--- src/rtl/tx_uart.sv ---
// Byte-wide UART transmitter with a one-entry holding register, 8N1 framing by default.
// Define PARITY_EN to append an even-parity bit (8E1).
module tx_uart #(
  parameter int unsigned TIMER_BITS      = 32,
  parameter int unsigned CLOCKS_PER_BAUD = 868
) (
  input  logic       clk,
  input  logic       i_reset,
  input  logic       i_wr,
  input  logic [7:0] i_data,
  output logic       o_ready,
  output logic       o_idle,
  output logic       o_overrun,
  output logic       o_uart_tx
);

  localparam logic [TIMER_BITS-1:0] BaudReload = TIMER_BITS'(CLOCKS_PER_BAUD - 1);

  typedef enum logic [2:0] {
    StIdle   = 3'd0,
    StStart  = 3'd1,
    StData   = 3'd2,
`ifdef PARITY_EN
    StParity = 3'd3,
`endif
    StStop   = 3'd4
  } state_e;

  state_e                state_q, state_d;
  logic [7:0]            hold_q, hold_d;
  logic                  ready_q, ready_d;
  logic [7:0]            shift_q, shift_d;
  logic [2:0]            idx_q, idx_d;
  logic [TIMER_BITS-1:0] baud_q, baud_d;
  logic                  tx_q, tx_d;
  logic                  overrun_q, overrun_d;
  logic                  idle_q, idle_d;

  logic                  baud_tick;
  logic                  load;
  logic [2:0]            idx_next;

  assign baud_tick = (baud_q == '0);
  assign idx_next  = idx_q + 3'd1;

  always_comb begin
    state_d   = state_q;
    hold_d    = hold_q;
    ready_d   = ready_q;
    shift_d   = shift_q;
    idx_d     = idx_q;
    tx_d      = tx_q;
    overrun_d = overrun_q;
    baud_d    = baud_tick ? BaudReload : baud_q - TIMER_BITS'(1);
    load      = 1'b0;

    // Write port only looks at the registered ready, so a write on the edge the holding
    // register is consumed is dropped rather than bypassed.
    if (i_wr) begin
      if (ready_q) begin
        hold_d  = i_data;
        ready_d = 1'b0;
      end else begin
        overrun_d = 1'b1;
      end
    end

    case (state_q)
      StIdle: begin
        tx_d   = 1'b1;
        baud_d = BaudReload;
        if (!ready_q) load = 1'b1;
      end
      StStart: begin
        if (baud_tick) begin
          state_d = StData;
          idx_d   = 3'd0;
          tx_d    = shift_q[0];
        end
      end
      StData: begin
        if (baud_tick) begin
          if (idx_q == 3'd7) begin
`ifdef PARITY_EN
            state_d = StParity;
            tx_d    = ^shift_q;
`else
            state_d = StStop;
            tx_d    = 1'b1;
`endif
          end else begin
            idx_d = idx_next;
            tx_d  = shift_q[idx_next];
          end
        end
      end
`ifdef PARITY_EN
      StParity: begin
        if (baud_tick) begin
          state_d = StStop;
          tx_d    = 1'b1;
        end
      end
`endif
      StStop: begin
        if (baud_tick) begin
          if (!ready_q) load    = 1'b1;
          else          state_d = StIdle;
        end
      end
      default: begin
        state_d = StIdle;
        tx_d    = 1'b1;
      end
    endcase

    // Move the held byte into the shifter and start a frame immediately.
    if (load) begin
      shift_d = hold_q;
      ready_d = 1'b1;
      tx_d    = 1'b0;
      baud_d  = BaudReload;
      state_d = StStart;
    end

    idle_d = (state_d == StIdle) && ready_d;
  end

  always_ff @(posedge clk) begin
    if (i_reset) begin
      state_q   <= StIdle;
      hold_q    <= '0;
      ready_q   <= 1'b1;
      shift_q   <= '0;
      idx_q     <= '0;
      baud_q    <= BaudReload;
      tx_q      <= 1'b1;
      overrun_q <= 1'b0;
      idle_q    <= 1'b1;
    end else begin
      state_q   <= state_d;
      hold_q    <= hold_d;
      ready_q   <= ready_d;
      shift_q   <= shift_d;
      idx_q     <= idx_d;
      baud_q    <= baud_d;
      tx_q      <= tx_d;
      overrun_q <= overrun_d;
      idle_q    <= idle_d;
    end
  end

  assign o_ready   = ready_q;
  assign o_idle    = idle_q;
  assign o_overrun = overrun_q;
  assign o_uart_tx = tx_q;

endmodule

--- config.mk ---
export PLATFORM = sky130hd
export DESIGN_NAME = tx_uart
export DESIGN_NICKNAME = d
export VERILOG_FILES = /design/src/rtl/tx_uart.sv
export SDC_FILE = /design/constraint.sdc
export NUM_CORES = 1
export LEC_CHECK = 0
export BUFFER_PORTS_ARGS = -buffer_cell sky130_fd_sc_hd__buf_2
export CAP_MARGIN = 0
export CORE_ASPECT_RATIO = 0.8
export CORE_MARGIN = 3
export CORE_UTILIZATION = 47
export DETAILED_ROUTE_END_ITERATION = 16
export PLACE_DENSITY_LB_ADDON = 0.05
export SETUP_SLACK_MARGIN = 0.1
export SLEW_MARGIN = 20
export SYNTH_ARGS = -nofsm -noshare
export SYNTH_HDL_FRONTEND = slang
export SYNTH_SLANG_ARGS = --single-unit
--- constraint.sdc ---
create_clock -name clk -period 3 [get_ports clk]
set_clock_uncertainty 0.05 [all_clocks]
set_input_delay 0.15 -clock clk [delete_from_list [all_inputs] [get_ports clk]]
set_output_delay 0.15 -clock clk [all_outputs]
set_load 0.02 [all_outputs]
==> metrics.md <==
| Metric | Value |
|---|---|
| Top_reg_cell synth | dfxtp_1 |
| Vias in the first global route | 1906 |
| Max clock buf depth | 2 |
| Wire per inst | 13.0 µm |
| Final Critical Period | 2410 ps |
| Routability Congestion | 0.762 |
| Worst path slowest cell | nor4_2 |
| Dominant cell type by area after synthesis | dfxtp_1 |
| Clk_lat worst skew | 340 ps |
| Cell Rows | 24 |
| Top cells by area, synth | dfxtp_1 42%, xnor2_1 8.3%, nor2_1 5.6%, mux2i_1 4.7%, nand2b_1 4.5% |
| Critical Path AT | 2570 ps |
| Total wire length | 5.22 mm |
| Placed inst area | 0.00286 mm² |
| Starting density of the core | 0.497 |
| Library cells used by synthesis | 42 |
| Fmax | 415 MHz |
| Ys Warns | 0 |
| Worst Reg2Reg Path Length in Cells | 6 |
| Sequential area share after synthesis | 0.421 |
| Nets | 334 |
| End of the worst hold path | hold_q[4] |
| Setup_tns | 0 ps |
| Final setup fails | 0 |
| Mux share of post-synthesis cell area | 0.0635 |
| Reg-to-Reg End | baud_q[20] |
| Hold_sp | i_data[4] |
| Max-slew headroom | 0.473 |
| Cell family with most CP delay | simple AND/OR/NAND/NOR gates |
| Pre-CTS WS | 601 ps |
| VDD IR max | 0.000300 V |
| Die W | 91.7 µm |
| Post-synth design cell area | 0.00276 mm² |
| Synthesized Nets | 316 |
| P_leak | 1.14 nW |
| Status | finished, final reports clean |
| Flops & latches, synth | 58 |
| Layout Area Growth over Synthesis | 12.8% |
| HP Class | in -> reg |
| Pre-antenna DRT Iters | 4 |
| Worst R2R Start | baud_q[5] |
| Slew Limit Fails | 0 |
| PwrDens | 514 mW/mm² |
| Gate Count Post-Synth | 301 |
| Core area | 0.00556 mm² |
| Critical path capture point type | register |
| Post-synth EDFFs | 0 |
| Worst R2R Setup Slack | 590 ps |
| Antenna-violating nets left | 0 |
| Gr ovfl total | 0 |
| H-Tree Depth | 3 |
| Synth top area share | 0.421 |
| Top Ports | 15 |
| Routed vias | 2041 |
| Final worst slack | 592 ps |
| Simple-Gate Fraction of Synth Area | 0.304 |
| Startpoint types | register |
| CTS Root Cell | clkbuf_8 |
| Die area | 0.00683 mm² |
| Clk sink count | 58 |
| Critical path class | reg -> reg |
| FILL cells | 504 |
| Clock-pin slew on the worst setup and hold paths | 70 ps |
| Vias per cell | 5.09 |
| FFs w/ async S/R, synth | 0 |
| Crit-path max FO | 26 |
| Buffers on Ports | 14 |
| Die extent in y | 74.5 µm |
| Largest family of logic cells by synthesized area | simple AND/OR/NAND/NOR gates |
| Overall routing resource usage | 0.171 |
| CTS Buf Count | 9 |
| Worst hold slack | 24.2 ps |
| Synth Area in Compound Gates | 0.0689 |
| Drc violations | 0 |
| Tot Pwr | 1.60 mW |
| Share of cells above drive strength 1 | 0.161 |
| RSZ-0062 raised after global routing | no |
| Crit path buf inv count | 1 |
| Worst EP required | 3160 ps |
| Worst-path cell chain | nor4_2 -> nand4b_4 -> nor3_2 -> or3_1 -> buf_4 -> nor2_1 |
| Post-route cell area | 0.00311 mm² |
| Initial DRC Count | 69 |
| Slew at the pin closest to its max-slew limit | 785 ps |
| Syn Area/Cell | 9.17 µm² |
| Post-synthesis adder-cell area fraction | 0.0181 |
| Detailed Place HPWL | 3.55 mm |
| N_diodes | 0 |
| WHS Path Cells | 3 |
| Antenna violations before repair | 0 |
| Final Cycle Share | 0.803 |
| Max-cap viol count | 0 |
| Post-CTS setup buffers | 0 |
| Largest net degree at the start of global routing | 39 |
| Slowest cell delay on critical path | 590 ps |
| First-pass GRT wire length | 9.05 mm |
| Hold Vio Cnt, Final | 0 |
| CTS tree | done |
| Post-Synth XOR/XNOR Area | 0.0889 |
==> final cells by class <==
type / count / area [µm²] / share of cell area
inverter: 4 / 15.0 / 0.00483
tap: 78 / 97.6 / 0.0314
multi-input combinational: 224 / 1500 / 0.482
timing repair buffer: 22 / 145 / 0.0466
clock inverter: 5 / 55.1 / 0.0177
clock buffer: 10 / 138 / 0.0442
sequential: 58 / 1160 / 0.373
==> logic make-up after synthesis <==
logic type | count (synthesis)
flops | 58
simple gates | 148
mux | 15
compound gates | 29
xor+xnor | 28
buf+inv | 19
fa+ha+maj | 4
==> what timing repair did <==
action / CTS / global route
hold buffers: 6 / 0
endpoints found under the hold margin: 6 / 0
resized for setup: 0 / 0
==> per-layer routing <==
metal | global-route usage | vias to the layer above | share of wire
met3 | 0.0627 | 10 | 0.047
met4 | 0.0753 | 0 | 0.019
met1 | 0.244 | 918 | 0.55
met5 | 0 | - | 0
met2 | 0.228 | 36 | 0.39
li1 | - | 1077 | -
==> cell usage after synthesis, types with 2 or more instances <==
master,number
or3b_2,2
xnor2_1,26
nor2_1,41
mux2i_1,13
nand3_1,12
ha_1,4
dfxtp_1,58
buf_2,3
inv_1,4
a21oi_1,15
o31ai_1,2
nor4_2,8
nor4_1,5
or2_2,2
nand2b_1,20
or3_1,8
clkbuf_1,9
o21ai_0,2
xor2_1,2
nand4_1,3
nor3_1,13
mux4_2,2
buf_6,3
o21bai_1,2
nand2_1,25
==> flip-flops by register name, indices dropped and copies added, names as in the netlist <==
| name | flops |
|---|---|
| baud_q | 32 |
| hold_q | 8 |
| shift_q | 8 |
| idx_q | 3 |
| state_q | 3 |
| o_idle | 1 |
| o_overrun | 1 |
| o_ready | 1 |
| o_uart_tx | 1 |
==> tightest hold or removal path, cell delays in order <==
cell	delay, ps
buf_2	100
nand3_1	70
a21oi_1	60
==> layout by cell type (no fill, tap or decap), types with 2 or more instances in the layout <==
| master | n |
|---|---|
| mux4_2 | 2 |
| buf_4 | 2 |
| nand2b_1 | 20 |
| nand4_1 | 3 |
| buf_2 | 14 |
| nand2_1 | 25 |
| nor2_1 | 41 |
| nor4_2 | 8 |
| nand3_1 | 12 |
| nor4_1 | 5 |
| or3_1 | 8 |
| dlygate4sd3_1 | 6 |
| o21ai_0 | 2 |
| a21oi_1 | 15 |
| nor3_1 | 13 |
| clkinvlp_4 | 2 |
| clkbuf_8 | 10 |
| o31ai_1 | 2 |
| xnor2_1 | 26 |
| mux2i_1 | 13 |
| clkinv_2 | 2 |
| o21bai_1 | 2 |
| inv_1 | 4 |
| ha_1 | 4 |
| or3b_2 | 2 |
| xor2_1 | 2 |
| or2_2 | 2 |
| dfxtp_1 | 58 |
==> metrics by stage <==
stage / util / instances
after floorplan: - / 301
after global placement: 0.515 / 380
after detailed placement: 0.515 / 380
after CTS: 0.560 / 401
after global routing: 0.560 / 401
final: 0.560 / 401
==> how the worst max path moves through the flow <==
stage          slack, ps  cells past startpoint        from    endpoint
2_1_floorplan       1000                      6  baud_q[13]  shift_q[0]
3_3_place_gp         680                      6  baud_q[13]  shift_q[0]
3_5_place_dp         600                      6   baud_q[5]   baud_q[2]
4_1_cts              600                      6   baud_q[5]  shift_q[3]
5_1_grt              400                      6   baud_q[5]  baud_q[30]
6_report             590                      6   baud_q[5]  baud_q[20]
==> report_power, final <==
| group | switching [mW] | total [mW] | internal [mW] |
|---|---|---|---|
| logic | 0.0504 | 0.0923 | 0.0419 |
| registers | 0.0158 | 0.802 | 0.786 |
| clock network | 0.308 | 0.706 | 0.398 |
(Power assumes the default switching activity.)
